$ cat src/rtl/branch_resolve_unit.sv
// Registered branch-resolution stage: evaluates the branch condition from ALU flags, checks the
// fetch-stage prediction, and on a mispredict issues a one-cycle redirect plus a flush that is
// held for FLUSH_CYCLES cycles.
// Optional feature macro: BRU_PERF_CNT_EN enables saturating performance counters.
module branch_resolve_unit #(
    parameter int unsigned XLEN         = 32,
    parameter int unsigned FLUSH_CYCLES = 2,
    parameter int unsigned CNT_W        = 16
) (
    input  logic             clk,
    input  logic             rst_n,
    input  logic             br_valid,
    input  logic             branch,
    input  logic [2:0]       funct3,
    input  logic             zero_flag,
    input  logic             sign_flag,
    input  logic             carry_flag,
    input  logic             overf_flag,
    input  logic             pred_taken,
    input  logic [XLEN-1:0]  pc_target,
    input  logic [XLEN-1:0]  pc_next,
    input  logic             stall,
    output logic             redirect_valid,
    output logic [XLEN-1:0]  redirect_pc,
    output logic             flush,
    output logic             br_taken,
    output logic             illegal_br,
    output logic [CNT_W-1:0] cnt_branches,
    output logic [CNT_W-1:0] cnt_taken,
    output logic [CNT_W-1:0] cnt_mispred,
    input  logic             cnt_clr
);

    localparam int unsigned FcW = (FLUSH_CYCLES > 1) ? $clog2(FLUSH_CYCLES) : 1;
    localparam logic [FcW-1:0] FcLoad = FcW'(FLUSH_CYCLES - 1);

    typedef enum logic [0:0] {StIdle, StFlush} state_e;

    state_e           state_q, state_d;
    logic [FcW-1:0]   fcnt_q, fcnt_d;

    logic             cond_taken;
    logic             cond_illegal;
    logic             accept;
    logic             mispredict;

    logic             redirect_valid_q;
    logic [XLEN-1:0]  redirect_pc_q;
    logic             br_taken_q;
    logic             illegal_q;

    // Decode the branch condition from funct3 and the ALU flags.
    always_comb begin
        cond_taken   = 1'b0;
        cond_illegal = 1'b0;
        case (funct3)
            3'b000:  cond_taken = zero_flag;
            3'b001:  cond_taken = ~zero_flag;
            3'b100:  cond_taken = sign_flag ^ overf_flag;
            3'b101:  cond_taken = ~(sign_flag ^ overf_flag);
            3'b110:  cond_taken = ~carry_flag;
            3'b111:  cond_taken = carry_flag;
            default: cond_illegal = 1'b1;
        endcase
    end

    // Branches arriving during a flush belong to the killed path and are dropped.
    assign accept     = br_valid & branch & ~stall & (state_q == StIdle);
    assign mispredict = accept & (cond_taken != pred_taken);

    // Resolution registers: redirect pulse, corrected PC, outcome and illegal pulse.
    always_ff @(posedge clk or negedge rst_n) begin
        if (!rst_n) begin
            redirect_valid_q <= 1'b0;
            redirect_pc_q    <= '0;
            br_taken_q       <= 1'b0;
            illegal_q        <= 1'b0;
        end else begin
            redirect_valid_q <= mispredict;
            illegal_q        <= accept & cond_illegal;
            if (accept) begin
                br_taken_q <= cond_taken;
            end
            if (mispredict) begin
                redirect_pc_q <= cond_taken ? pc_target : pc_next;
            end
        end
    end

    // Flush FSM state register.
    always_ff @(posedge clk or negedge rst_n) begin
        if (!rst_n) begin
            state_q <= StIdle;
            fcnt_q  <= '0;
        end else begin
            state_q <= state_d;
            fcnt_q  <= fcnt_d;
        end
    end

    // Flush FSM next state; the counter runs regardless of stall.
    always_comb begin
        state_d = state_q;
        fcnt_d  = fcnt_q;
        unique case (state_q)
            StIdle: begin
                if (mispredict) begin
                    state_d = StFlush;
                    fcnt_d  = FcLoad;
                end
            end
            StFlush: begin
                if (fcnt_q == '0) begin
                    state_d = StIdle;
                end else begin
                    fcnt_d = fcnt_q - FcW'(1);
                end
            end
            default: state_d = StIdle;
        endcase
    end

    // Flush FSM outputs: flush is asserted for every cycle spent in StFlush.
    always_comb begin
        flush = 1'b0;
        if (state_q == StFlush) begin
            flush = 1'b1;
        end
    end

    assign redirect_valid = redirect_valid_q;
    assign redirect_pc    = redirect_pc_q;
    assign br_taken       = br_taken_q;
    assign illegal_br     = illegal_q;

`ifdef BRU_PERF_CNT_EN
    logic [CNT_W-1:0] cnt_branches_q, cnt_taken_q, cnt_mispred_q;

    // Saturating counters; clear wins over a same-cycle increment.
    always_ff @(posedge clk or negedge rst_n) begin
        if (!rst_n) begin
            cnt_branches_q <= '0;
            cnt_taken_q    <= '0;
            cnt_mispred_q  <= '0;
        end else if (cnt_clr) begin
            cnt_branches_q <= '0;
            cnt_taken_q    <= '0;
            cnt_mispred_q  <= '0;
        end else begin
            if (accept && (cnt_branches_q != '1)) begin
                cnt_branches_q <= cnt_branches_q + CNT_W'(1);
            end
            if (accept && cond_taken && (cnt_taken_q != '1)) begin
                cnt_taken_q <= cnt_taken_q + CNT_W'(1);
            end
            if (mispredict && (cnt_mispred_q != '1)) begin
                cnt_mispred_q <= cnt_mispred_q + CNT_W'(1);
            end
        end
    end

    assign cnt_branches = cnt_branches_q;
    assign cnt_taken    = cnt_taken_q;
    assign cnt_mispred  = cnt_mispred_q;
`else
    logic unused_cnt_clr;
    assign unused_cnt_clr = cnt_clr;

    assign cnt_branches = '0;
    assign cnt_taken    = '0;
    assign cnt_mispred  = '0;
`endif

endmodule
$ cat config.mk
export PLATFORM = sky130hd
export DESIGN_NAME = branch_resolve_unit
export DESIGN_NICKNAME = d
export VERILOG_FILES = /design/src/rtl/branch_resolve_unit.sv
export SDC_FILE = /design/constraint.sdc
export NUM_CORES = 1
export LEC_CHECK = 0
export BUFFER_PORTS_ARGS = -buffer_cell sky130_fd_sc_hd__buf_2
export CORE_MARGIN = 2
export CORE_UTILIZATION = 30
export DETAILED_ROUTE_END_ITERATION = 6
export PLACE_DENSITY = 0.58
export RECOVER_POWER = 25
export SYNTH_ARGS = -nofsm -noshare
export SYNTH_HDL_FRONTEND = slang
export SYNTH_SLANG_ARGS = --single-unit
$ cat constraint.sdc
create_clock -name clk -period 3 [get_ports clk]
set_clock_uncertainty 0.15 [all_clocks]
set_input_delay 0.3 -clock clk [delete_from_list [all_inputs] [get_ports clk]]
set_output_delay 0.3 -clock clk [all_outputs]
set_load 0.005 [all_outputs]
# Word-level counts from Yosys, hierarchy flattened
# Cells that the tools add are included.
# W data, S select, Z words.
[word_totals]
reg_bits = 37
latchBits = 0
ramBits = 0
rom_bits = 0
elab_cells = 37
memories = 0
[classes]
addsub = 1
mul = 0
n_div = 0
magnitude_cmp = 0
eq_ne = 7
n_shift = 0
muxes = 10
n_bitwise = 11
reduce_logical = 2
[op_table]
columns = ["op", "count"]
rows = [
  ["$mux W32", 1],
  ["$eq A3 B3 Y1 const B", 4],
  ["$mux W1", 6],
  ["$pmux W1 S6", 1],
  ["$reduce_or A6 Y1", 1],
  ["$and A1 B1 Y1", 5],
  ["$not A1 Y1", 5],
  ["$pmux W1 S2", 2],
  ["$eq A3 B1 Y1 const B", 1],
  ["$logic_not A3 Y1", 1],
  ["$ne A2 B2 Y1 const B", 1],
  ["$ne A1 B1 Y1", 1],
  ["$sub A1 B1 Y1 const B", 1],
  ["$xor A1 B1 Y1", 1],
]

# Depth between registers and ports, before layout
[depth]
word_depth = 7
depth_mapped = 6

# Worst setup path before layout
# OpenSTA, ideal clock, no wires.
[synth_timing]
path_type = "register to register"
start = "reg state_q"
end = "reg redirect_pc_q[0], in the netlist redirect_pc[0]"
arrival_ps = 1738
required_time_ps = 2725
slack_ps = 987
path_stages_with_launch = 7
n_path_buf = 1
period_less_slack_ps = 2013
cell_sequence = "dfrtp_1 > and4bb_2 > nand2_1 > or3_1 > nand2_2 > buf_4 > mux2_2"
[synth_between]
elab_chain_cells = 3
[synth_lines]
columns = ["item", "line", "text"]
rows = [
  ["start, declared", "39", "state_e state_q, state_d;"],
  ["start signal, assigned", "93", "state_q <= StIdle;"],
  ["start signal, assigned", "96", "state_q <= state_d;"],
  ["$not A1 Y1", "n/a", ""],
  ["$and A1 B1 Y1", "68", "assign accept = br_valid & branch & ~stall & (state_q == StIdle);"],
  ["$and A1 B1 Y1", "69", "assign mispredict = accept & (cond_taken != pred_taken);"],
  ["end signal, assigned", "85", "redirect_pc_q <= cond_taken ? pc_target : pc_next;"],
  ["end, declared", "48", "logic [XLEN-1:0] redirect_pc_q;"],
]
# Every way passes these cells.
# A chain may end at the register's enable or synchronous reset.

# Worst setup path in the final report
[layout_timing]
start = "in funct3[0]"
end = "reg redirect_pc_q[2], in the netlist redirect_pc[2]"
[layout_between]
elab_chain_cells = 4
elab_cells_between_ends = 10
[layout_lines]
columns = ["item", "line", "text"]
rows = [
  ["start, declared", "14", "input logic [2:0] funct3,"],
  ["$eq A3 B3 Y1, or another cell as far along", "56", "case (funct3)"],
  ["$pmux W1 S6 (*)", "56", ""],
  ["$ne A1 B1 Y1", "69", ""],
  ["$and A1 B1 Y1", "69", ""],
]
# Mark *: on every way between the ends. The rest lies on a longest branch, timed or not.

==> flow_summary.ini <==
[placement]
numPortBuffers = 112
gp_congestion = 0.669
post-place-ws_ps = 108
dp_hpwl_um = 3320

[route]
top_layer = met4
wl_met2_um = 2270
drt_wl_total_um = 4270
drc = 0
wl_met3_um = 333
ant_nets = 0
wl_per_cell_um = 10.8
drtPass1Iterations = 4
drt_iter0_drc = 20
num_vias = 1566
viasPerCell = 3.97
wl_met1_um = 1640

[sta]
max_slew_margin_pct = -34.9
fin_crit_ps = 2540
tightest_slew_ps = 2020
setup_viol = 0
max_freq_ghz = 0.394
fin_crit_sh_pct = 84.6
setup_slack_ps = 462
rsz0062_at_grt = false
finalHoldViolations = 0
slew_violations = 38
tns_ps = 0

[critical_path]
crit_buf_inv = 2
cpPeakStageDelay_ps = 780
crit_chain = buf_2 -> xnor3_1 -> nor3b_2 -> nor2_4 -> buf_4 -> mux2_4 -> mux2_2
critPathLaunchType = input pin
cp_max_fo = 27
cpMaxStageDelayCell = nor2_4
startpoint = funct3[0]
crit_family = simple AND/OR/NAND/NOR gates
cp.required_ps = 3020
critPathKind = in -> reg
setup.worst_path.end_class = flip-flop
r2r-start = state_q
worstPathArrival_ps = 2560

[clocking]
path_clk_slew_ps = 70
post-cts-setup-buffers = 0
cts_inserted_buffers = 5
cts_buffer_depth = 2
cts_sinks = 37
post_cts_resized = 0
tritoncts = done
cts.htree.levels = 2
clk_latency_ps = 280
root_buffer = clkbuf_8
ctsHoldBuffers = 0

[floorplanning]
fp.coreArea_mm2 = 0.00761
io_pins = 162
die_x_um = 92.1
die_y_um = 92.1
num_rows = 32
start_util_pct = 30.6
dieArea_mm2 = 0.00848

[pwr]
p_leak_nw = 1.59
max-vdd-ir-drop_mv = 0.194
total_power_mw = 1.84
powerDensity_mw_per_mm2 = 635

[global_routing]
grt_pass1_vias = 1533
grt_start_max_net_pins = 38
antenna_found_initial = 0
grt_pass1_wl_um = 7010
overflow = 0
grt_use_total_pct = 10.2

[synthesis]
ys_async_sr_fraction_pct = 100
synth_fa_ha_area_share_pct = 0
synthesis.area_mm2 = 0.00233
synth_simple_gate_area_share_pct = 3.66
synth_cell_types = 23
synth_top_family_by_area = multiplexers
synth_xor_area_share_pct = 1.72
synth_cells = 176
synth_compound_area_share_pct = 1.13
ys_ff_latch = 37
yosysWarnings = 0
ys_seq_area_share_pct = 39.8
avgSynthCellArea_um2 = 13.2
synth-edff-count = 0
synth_mux_area_share_pct = 35.6
ys.flop_type = dfrtp_1

[cells_and_area]
nNetsFinal = 369
area_delta_synth_final_pct = 24.7
multiInputGateArea_mm2 = 0.00117
most-common-layout-cells = 111 x buf_2, 48 x conb_1, 37 x dfrtp_1
layout-drive-gt1-share_pct = 65.1
fillers = 771
n_antenna_cell = 0
final_common_cell = buf_2
regArea_um2 = 926

[worst_hold_path]
hold_class = in -> reg
holdCritStartpoint = funct3[1]

[outcome]
status = finished with violations
violations = capacitance limit, slew limit

[run]
cap_violations = 1
## flip-flops by register name, indices dropped and copies added, names as in the netlist
name and cells:
br_taken 1, illegal_br 1, fcnt_q 1, redirect_pc 32
state_q 1, redirect_valid 1
## routing by layer
| layer | vias up | global-route usage [%] |
|---|---|---|
| li1 | 737 | - |
| met3 | 2 | 2.55 |
| met2 | 81 | 18.8 |
| met1 | 746 | 11.6 |
| met4 | 0 | 2.99 |
| met5 | - | 0 |
## cell families after synthesis
group | count (synthesis)
flip-flops | 37
other | 1
buffers and inverters | 54
AND/OR/NAND/NOR | 13
multiplexers | 64
XOR/XNOR | 3
AO/OA/AOI/OAI | 4
## area by class of cell
| type | count | area share (%) |
|---|---|---|
| clock buffer | 7 | 3.32 |
| timing repair buffer | 115 | 20.0 |
| sequential | 37 | 31.9 |
| multi-input combinational | 132 | 40.2 |
| tap | 102 | 4.40 |
| clock inverter | 1 | 0.172 |
## worst paths after layout
path | to | slack (ps) | depth (start not counted)
setup / recovery | redirect_pc[2] | 460 | 7
hold / removal | illegal_br | 180 | 2
setup reg to reg | redirect_pc[1] | 870 | 6
hold reg to reg | state_q | 340 | 1
max in group asynchronous | redirect_pc[30] | 1110 | 1
min in group asynchronous | redirect_pc[15] | 440 | 1
## synth_stat cells, types with 2 or more instances
library cell | count | area share (%)
nor2_1 | 2 | 0.32
buf_4 | 51 | 16
xor2_1 | 2 | 0.75
dfrtp_1 | 37 | 40
mux2_2 | 35 | 17
mux2_4 | 29 | 19
nand2_1 | 2 | 0.32
buf_6 | 3 | 1.5
## through the flow
step / util [%] / hold WS, ps / std cells / area, um2
after detailed placement: 36.8 / 317 / 386 / 2800
final: 38.2 / 178 / 394 / 2900
after global routing: 38.2 / 169 / 394 / 2900
after CTS: 38.2 / 7.12 / 394 / 2900
after floorplan: - / -146 / 223 / 2500
after global placement: 36.8 / 321 / 386 / 2800
## power by group
group          total, mW  switching, mW  internal, mW
clock network      0.382          0.174         0.208
registers          0.799         0.0908         0.708
logic              0.661          0.248         0.413
total               1.84          0.512          1.33
Note: power is estimated with default switching activity, not from simulation.
